$ cat src/rtl/cpu_pkg.sv
// Shared types and defaults for the data-memory arbiter.
//   DMEM_ADDR_W / DMEM_DATA_W : default RAM address / data widths
//   arb_state_t               : read-return tracking state
//   arb_owner_t               : which requester owns the RAM port this cycle
package cpu_pkg;

    localparam int DMEM_ADDR_W = 16;
    localparam int DMEM_DATA_W = 16;

    typedef enum logic [1:0] {
        IDLE   = 2'd0,
        CPU_RD = 2'd1,
        EXT_RD = 2'd2
    } arb_state_t;

    typedef enum logic [1:0] {
        OWN_NONE = 2'd0,
        OWN_CPU  = 2'd1,
        OWN_EXT  = 2'd2
    } arb_owner_t;

endpackage

$ cat src/rtl/arb_age_counter.sv
// Saturating age counter for the external requester.
// Counts refused cycles from 0 up to MAX and holds there; clr has priority.
// Ports:
//   clk, reset : clock, asynchronous active-low reset
//   inc        : request refused this cycle
//   clr        : request granted or withdrawn
//   at_max     : counter has reached MAX (always 1 when MAX = 0)
module arb_age_counter #(
    parameter int MAX = 8
) (
    input  logic clk,
    input  logic reset,
    input  logic inc,
    input  logic clr,
    output logic at_max
);

    localparam int CW = (MAX < 1) ? 1 : $clog2(MAX + 1);

    logic [CW-1:0] cnt;

    always_ff @(posedge clk or negedge reset) begin
        if (!reset)
            cnt <= '0;
        else if (clr)
            cnt <= '0;
        else if (inc && (cnt != CW'(MAX)))
            cnt <= cnt + 1'b1;
    end

    assign at_max = (cnt == CW'(MAX));

endmodule

$ cat src/rtl/dmem_arbiter.sv
// Arbiter sharing the single-port synchronous data RAM between the CPU
// memory stage and an external (debug/loader/DMA) requester.
// One access per cycle; CPU wins unless the external requester has been
// refused EXT_MAX_WAIT cycles. Read data (RAM latency 1) is steered back to
// whichever requester issued the read.
// Ports:
//   clk, reset                      : clock, asynchronous active-low reset
//   cpu_req/we/addr/wdata           : memory-stage request
//   cpu_stall                       : CPU refused this cycle
//   cpu_rdata, cpu_rvalid           : CPU read return
//   ext_req/we/addr/wdata           : external request
//   ext_gnt                         : external access accepted this cycle
//   ext_rdata, ext_rvalid           : external read return
//   ram_address, ram_data, ram_wren : RAM port
//   ram_q                           : RAM registered read data
// Optional build macro DMEM_ARB_PERF_EN adds perf_cpu_stall_cycles and
// perf_ext_grants (32-bit wrapping event counters).
module dmem_arbiter
    import cpu_pkg::*;
#(
    parameter int ADDR_W       = DMEM_ADDR_W,
    parameter int DATA_W       = DMEM_DATA_W,
    parameter int EXT_MAX_WAIT = 8
) (
    input  logic              clk,
    input  logic              reset,
    input  logic              cpu_req,
    input  logic              cpu_we,
    input  logic [ADDR_W-1:0] cpu_addr,
    input  logic [DATA_W-1:0] cpu_wdata,
    output logic              cpu_stall,
    output logic [DATA_W-1:0] cpu_rdata,
    output logic              cpu_rvalid,
    input  logic              ext_req,
    input  logic              ext_we,
    input  logic [ADDR_W-1:0] ext_addr,
    input  logic [DATA_W-1:0] ext_wdata,
    output logic              ext_gnt,
    output logic [DATA_W-1:0] ext_rdata,
    output logic              ext_rvalid,
    output logic [ADDR_W-1:0] ram_address,
    output logic [DATA_W-1:0] ram_data,
    output logic              ram_wren,
    input  logic [DATA_W-1:0] ram_q
`ifdef DMEM_ARB_PERF_EN
    ,
    output logic [31:0]       perf_cpu_stall_cycles,
    output logic [31:0]       perf_ext_grants
`endif
);

    arb_owner_t        owner;
    arb_state_t        state;
    logic              cpu_grant, ext_grant, at_max;
    logic [ADDR_W-1:0] last_addr;
    logic [DATA_W-1:0] cpu_rdata_q, ext_rdata_q;

    // Grants are forced off while reset is asserted so no access or
    // handshake leaks out during reset.
    always_comb begin
        owner = OWN_NONE;
        if (reset) begin
            if (ext_req && (!cpu_req || at_max))
                owner = OWN_EXT;
            else if (cpu_req)
                owner = OWN_CPU;
        end
    end

    assign cpu_grant = (owner == OWN_CPU);
    assign ext_grant = (owner == OWN_EXT);
    assign cpu_stall = cpu_req & reset & ~cpu_grant;
    assign ext_gnt   = ext_grant;

    arb_age_counter #(.MAX(EXT_MAX_WAIT)) u_age (
        .clk    (clk),
        .reset  (reset),
        .inc    (ext_req & ~ext_grant),
        .clr    (ext_grant | ~ext_req),
        .at_max (at_max)
    );

    // RAM port mux; idle cycles replay the last granted address with the
    // write enable low so the RAM sees no new access.
    always_comb begin
        ram_address = last_addr;
        ram_data    = cpu_wdata;
        ram_wren    = 1'b0;
        case (owner)
            OWN_CPU: begin
                ram_address = cpu_addr;
                ram_data    = cpu_wdata;
                ram_wren    = cpu_we;
            end
            OWN_EXT: begin
                ram_address = ext_addr;
                ram_data    = ext_wdata;
                ram_wren    = ext_we;
            end
            default: ;
        endcase
    end

    always_ff @(posedge clk or negedge reset) begin
        if (!reset)
            last_addr <= '0;
        else if (owner != OWN_NONE)
            last_addr <= ram_address;
    end

    // Read-return tracker. The state says whose read is on ram_q this
    // cycle; the rdata hold registers keep the last returned word.
    always_ff @(posedge clk or negedge reset) begin
        if (!reset) begin
            state       <= IDLE;
            cpu_rvalid  <= 1'b0;
            ext_rvalid  <= 1'b0;
            cpu_rdata_q <= '0;
            ext_rdata_q <= '0;
        end else begin
            if (state == CPU_RD) cpu_rdata_q <= ram_q;
            if (state == EXT_RD) ext_rdata_q <= ram_q;
            cpu_rvalid <= cpu_grant & ~cpu_we;
            ext_rvalid <= ext_grant & ~ext_we;
            if (cpu_grant && !cpu_we)
                state <= CPU_RD;
            else if (ext_grant && !ext_we)
                state <= EXT_RD;
            else
                state <= IDLE;
        end
    end

    assign cpu_rdata = (state == CPU_RD) ? ram_q : cpu_rdata_q;
    assign ext_rdata = (state == EXT_RD) ? ram_q : ext_rdata_q;

`ifdef DMEM_ARB_PERF_EN
    always_ff @(posedge clk or negedge reset) begin
        if (!reset) begin
            perf_cpu_stall_cycles <= '0;
            perf_ext_grants       <= '0;
        end else begin
            if (cpu_stall) perf_cpu_stall_cycles <= perf_cpu_stall_cycles + 32'd1;
            if (ext_gnt)   perf_ext_grants       <= perf_ext_grants + 32'd1;
        end
    end
`endif

endmodule

$ cat config.mk
export PLATFORM = sky130hd
export DESIGN_NAME = dmem_arbiter
export DESIGN_NICKNAME = d
export VERILOG_FILES = /design/src/rtl/cpu_pkg.sv /design/src/rtl/arb_age_counter.sv /design/src/rtl/dmem_arbiter.sv
export SDC_FILE = /design/constraint.sdc
export NUM_CORES = 1
export LEC_CHECK = 0
export CAP_MARGIN = 20
export CORE_MARGIN = 5
export CORE_UTILIZATION = 34
export DETAILED_ROUTE_END_ITERATION = 12
export PLACE_DENSITY_LB_ADDON = 0.3
export RECOVER_POWER = 25
export SLEW_MARGIN = 15
export SYNTH_ARGS = -nofsm -noshare
export SYNTH_HDL_FRONTEND = slang
export SYNTH_HIERARCHICAL = 1
export SYNTH_SLANG_ARGS = --single-unit
$ cat constraint.sdc
create_clock -name clk -period 2 [get_ports clk]
set_clock_uncertainty 0.15 [all_clocks]
set_input_delay 0.3 -clock clk [delete_from_list [all_inputs] [get_ports clk]]
set_output_delay 0.3 -clock clk [all_outputs]
set_load 0.01 [all_outputs]
==> results by stage <==
Route:
- In the routed design, unresolved DRC markers number 0.
- For this block, the initial DRC count from the detailed router was 58.
- The final wirelength is 9370 um.
- The detailed-route wire length per cell is 17.5 um.
- Summing over every cut layer, the via total after detailed routing is 2,623.
- Using the TritonRoute via totals, the vias-per-cell ratio works out to 4.91.
- The number of detailed-route iterations in the first pass is 4.
- The remaining antenna violation count is 0.

Floorplanning:
- The effective utilization at floorplan is 34.7%.
- The floorplan step defined a die boundary enclosing 9720 sq um.
- In this run the standard cell core region covers 7690 sq um.
- 155 I/O pins were placed.
- The die boundary height is 98.6 um.
- The initialized floorplan defines 32 standard-cell rows.
- From left edge to right edge, the die measures 98.6 um.

Power:
- For this design the ratio of total power to cell area is 667 nW/um^2.
- VDD sags by at most 0.341 mV.
- The leakage dissipation is 2.55 nW.

Clock network:
- The number of buffers created by CTS is 5.
- In this run the deepest clock path goes through 2 buffers.
- The source-to-sink clock delay at the later pin of the worst-skew pair is 0.30 ns.
- The cell sitting at the root of the clock tree is a sky130_fd_sc_hd__clkbuf_8.
- The clock sink count is 55.
- The TritonCTS clock tree is yes.
- The depth of the CTS H-tree is 2.
- Clock-pin slew was measured on the worst setup and hold paths at 0.10 ns.

Run:
- The tool flagged a number of max-cap violations equal to 0.

Synthesis:
- The main flop type after synthesis is sky130_fd_sc_hd__dfrtp_1.
- After synthesis the netlist holds a flip-flop and latch count of 55.
- The netlist area before placement is 2670 sq um.
- The synthesized design contains 0 enable-type register cells.
- The number of warnings issued by yosys is 6.
- The share of the Yosys chip area taken by registers is 51.5%.
- The netlist uses 26 different library cells.
- The synthesized area divided by synthesized cell count is 13.4 sq um.
- Synthesis handed over a netlist of 200 instances.
- The share of synthesized flip-flops with an asynchronous set or reset is 100%.
- When the netlist entered floorplanning its net count stood at 288.

Finish:
- In the layout the commonest cells are sky130_fd_sc_hd__clkdlybuf4s50_1 (86), sky130_fd_sc_hd__buf_6 (65), sky130_fd_sc_hd__dfrtp_1 (55).
- The number of nets in the finished design is 519.
- 0 antenna diodes ended up in the layout.
- In the final layout, the share of cells above drive strength 1 is 50.5%.
- Leaving out fill and tap cells, the most frequent cell in the layout is sky130_fd_sc_hd__clkdlybuf4s50_1.
- With fillers left out, the area of the finished cells amounts to 5390 sq um.
- The area growth from synthesis to layout is 102%.
- The layout has 537 filler cells.

Critical path:
- In this run the critical register-to-register path is launched from u_age/cnt[0].
- Of all nets on the critical path, the largest fanout is 11.
- The slack of the worst reg-to-reg path is -0.28 ns.
- For the worst setup path, the data arrival time is 2.08 ns.
- Data on the critical path is required at its endpoint by 1.55 ns.
- The length in cells of the worst reg-to-reg path is 12.
- The worst setup path is captured at an output port.
- The critical path launch point type is a flip-flop.
- The critical path is of the reg2out type.
- The endpoint of the worst register-to-register path is u_age/cnt[2].

Hold path:
- In this run the worst hold path is classified as reg2reg.
- The destination of the worst hold path is cpu_rdata_q[14].
- Counting instances, the worst hold path has a depth of 1.
- The worst hold path begins at cpu_rdata_q[14].

STA:
- Of the available clock period, the critical path in the final layout requires 126%.
- Timing would allow up to 395 MHz.
- Setup total negative slack on the finished layout was measured at -19.30 ns.
- The count of endpoints failing setup in the final report is 82.
- Headroom to the max-slew limit came out at 14.4%.
- The measured slew at the worst slew-check pin is 1.28 ns.
- The hold violation total from the final report is 0.
- Setup repair after global routing could not meet its margin everywhere.
- The max-slew violation total from the final report is 0.
- After layout, the worst setup slack is -0.529 ns.
- After layout, the minimum clock period comes to 2.53 ns.

GRT:
- The total overflow left after global routing is 0.
- The first global-routing pass estimated 14,600 um of wire.
- The via count of the first global-routing pass is 2,807.
- Global routing used 18.8% of the available tracks.
- Entering global routing, the biggest net connects 54 pins.
- The number of antenna violations at the first check in global routing came to 0.

Status:
- The final reports fail on negative setup slack.
- The run finished, with violations left.

Placement:
- The number of buffers added on ports is 154.
- At the end of routability-driven placement, the weighted congestion stood at 0.721.
- In this run the cell area measured after placement is 4610 sq um.
- Summed over all nets, the half-perimeter wirelength after detailed placement is 6070 um.
## cells in the mapped netlist, types with 2 or more instances
library cell	count	area share (%)
sky130_fd_sc_hd__dfrtp_1	55	52
sky130_fd_sc_hd__mux2_2	48	20
sky130_fd_sc_hd__a221o_1	32	12
sky130_fd_sc_hd__and2_1	17	4.0
sky130_fd_sc_hd__buf_2	7	1.3
sky130_fd_sc_hd__nor2_1	7	0.98
sky130_fd_sc_hd__nand2_1	6	0.84
sky130_fd_sc_hd__buf_6	5	2.1
sky130_fd_sc_hd__nand2b_1	3	0.70
sky130_fd_sc_hd__ha_1	2	0.94
sky130_fd_sc_hd__inv_1	2	0.28
sky130_fd_sc_hd__nor2b_1	2	0.47
## where the power goes
group	internal, mW	switching [mW]
registers	1.30	0.0560
logic	0.954	0.530
clock network	0.378	0.382
total	2.63	0.967
## how the worst max path moves through the flow
stage | from | end | slack [ns] | depth (start not counted)
6_report | u_age/cnt[0] | ram_address[11] | -0.53 | 10
5_1_grt | u_age/cnt[0] | ram_address[11] | -0.63 | 10
3_5_place_dp | cpu_req | ram_address[6] | -0.74 | 6
4_1_cts | u_age/cnt[0] | ram_address[11] | -0.54 | 10
2_1_floorplan | u_age/cnt[0] | ram_address[10] | 0.02 | 8
3_3_place_gp | cpu_req | ram_address[11] | -0.75 | 6
## final cells by class
| class | instances | area (sq um) | share of cell area (%) |
|---|---|---|---|
| timing repair buffer | 235 | 2320 | 43.1 |
| multi-input combinational | 128 | 1410 | 26.1 |
| timing repair inverter | 2 | 17.5 | 0.325 |
| clock buffer | 5 | 68.8 | 1.28 |
| clock inverter | 3 | 46.3 | 0.859 |
| tap | 102 | 128 | 2.37 |
| inverter | 4 | 22.5 | 0.418 |
| sequential | 55 | 1380 | 25.5 |
## worst max-delay path, stage by stage, from the launching register on
cell	delay, ns
sky130_fd_sc_hd__dfrtp_1	0.38
sky130_fd_sc_hd__inv_2	0.06
sky130_fd_sc_hd__ha_4	0.16
sky130_fd_sc_hd__nand2_4	0.06
sky130_fd_sc_hd__nor2_4	0.05
sky130_fd_sc_hd__o211ai_4	0.25
sky130_fd_sc_hd__inv_4	0.06
sky130_fd_sc_hd__buf_6	0.14
sky130_fd_sc_hd__buf_12	0.14
sky130_fd_sc_hd__a221o_1	0.33
sky130_fd_sc_hd__buf_2	0.15
## per-stage QoR
| step | std cells | setup WS [ns] | hold WS, ns | util [%] | power, mW |
|---|---|---|---|---|---|
| 6_report | 534 | -0.529 | 0.362 | 70.1 | 3.60 |
| 5_1_grt | 534 | -0.632 | 0.374 | 70.1 | 3.78 |
| 2_1_floorplan | 200 | 0.0193 | -0.146 | - | 1.83 |
| 3_5_place_dp | 484 | -0.743 | 0.143 | 60.0 | 2.58 |
| 3_3_place_gp | 484 | -0.747 | 0.135 | 60.0 | 2.56 |
| 4_1_cts | 524 | -0.542 | 0.0959 | 69.3 | 3.57 |
## cell families (layout without fill, tap and decap cells)
kind of cell | Yosys count | after routing | share of synthesized area (%)
buf+inv | 17 | 249 | 4.22
flops | 55 | 55 | 51.5
fa+ha+maj | 2 | 2 | 0.937
simple gates | 37 | 37 | 7.54
mux | 50 | 50 | 21.2
compound gates | 38 | 38 | 14.2
xor+xnor | 1 | 1 | 0.328
## state kept, by name, summed over array words and instances (netlist names)
signal,cells
state,2
u_age/cnt,4
ext_rvalid,1
ext_rdata_q,16
cpu_rdata_q,16
last_addr,16
## routing by layer
layer / wire [um] / track usage, % / part of all wire (%)
met5: 0 / 0 / 0
met4: 104 / 3.47 / 1.1
met3: 824 / 6.79 / 8.8
met2: 4640 / 32.5 / 50
met1: 3800 / 22.8 / 41
## what timing repair did
action                                  in CTS  in global routing
endpoints found under the hold margin        2                  0
pin swaps                                   21                 13
hold buffers                                 1                  0
resized for setup                          395                 13
gates cloned                                 7                  0
endpoints found under the setup margin      79                 85
buffers inserted                            24                 14
No activity file was read; power rests on OpenSTA's default activity.
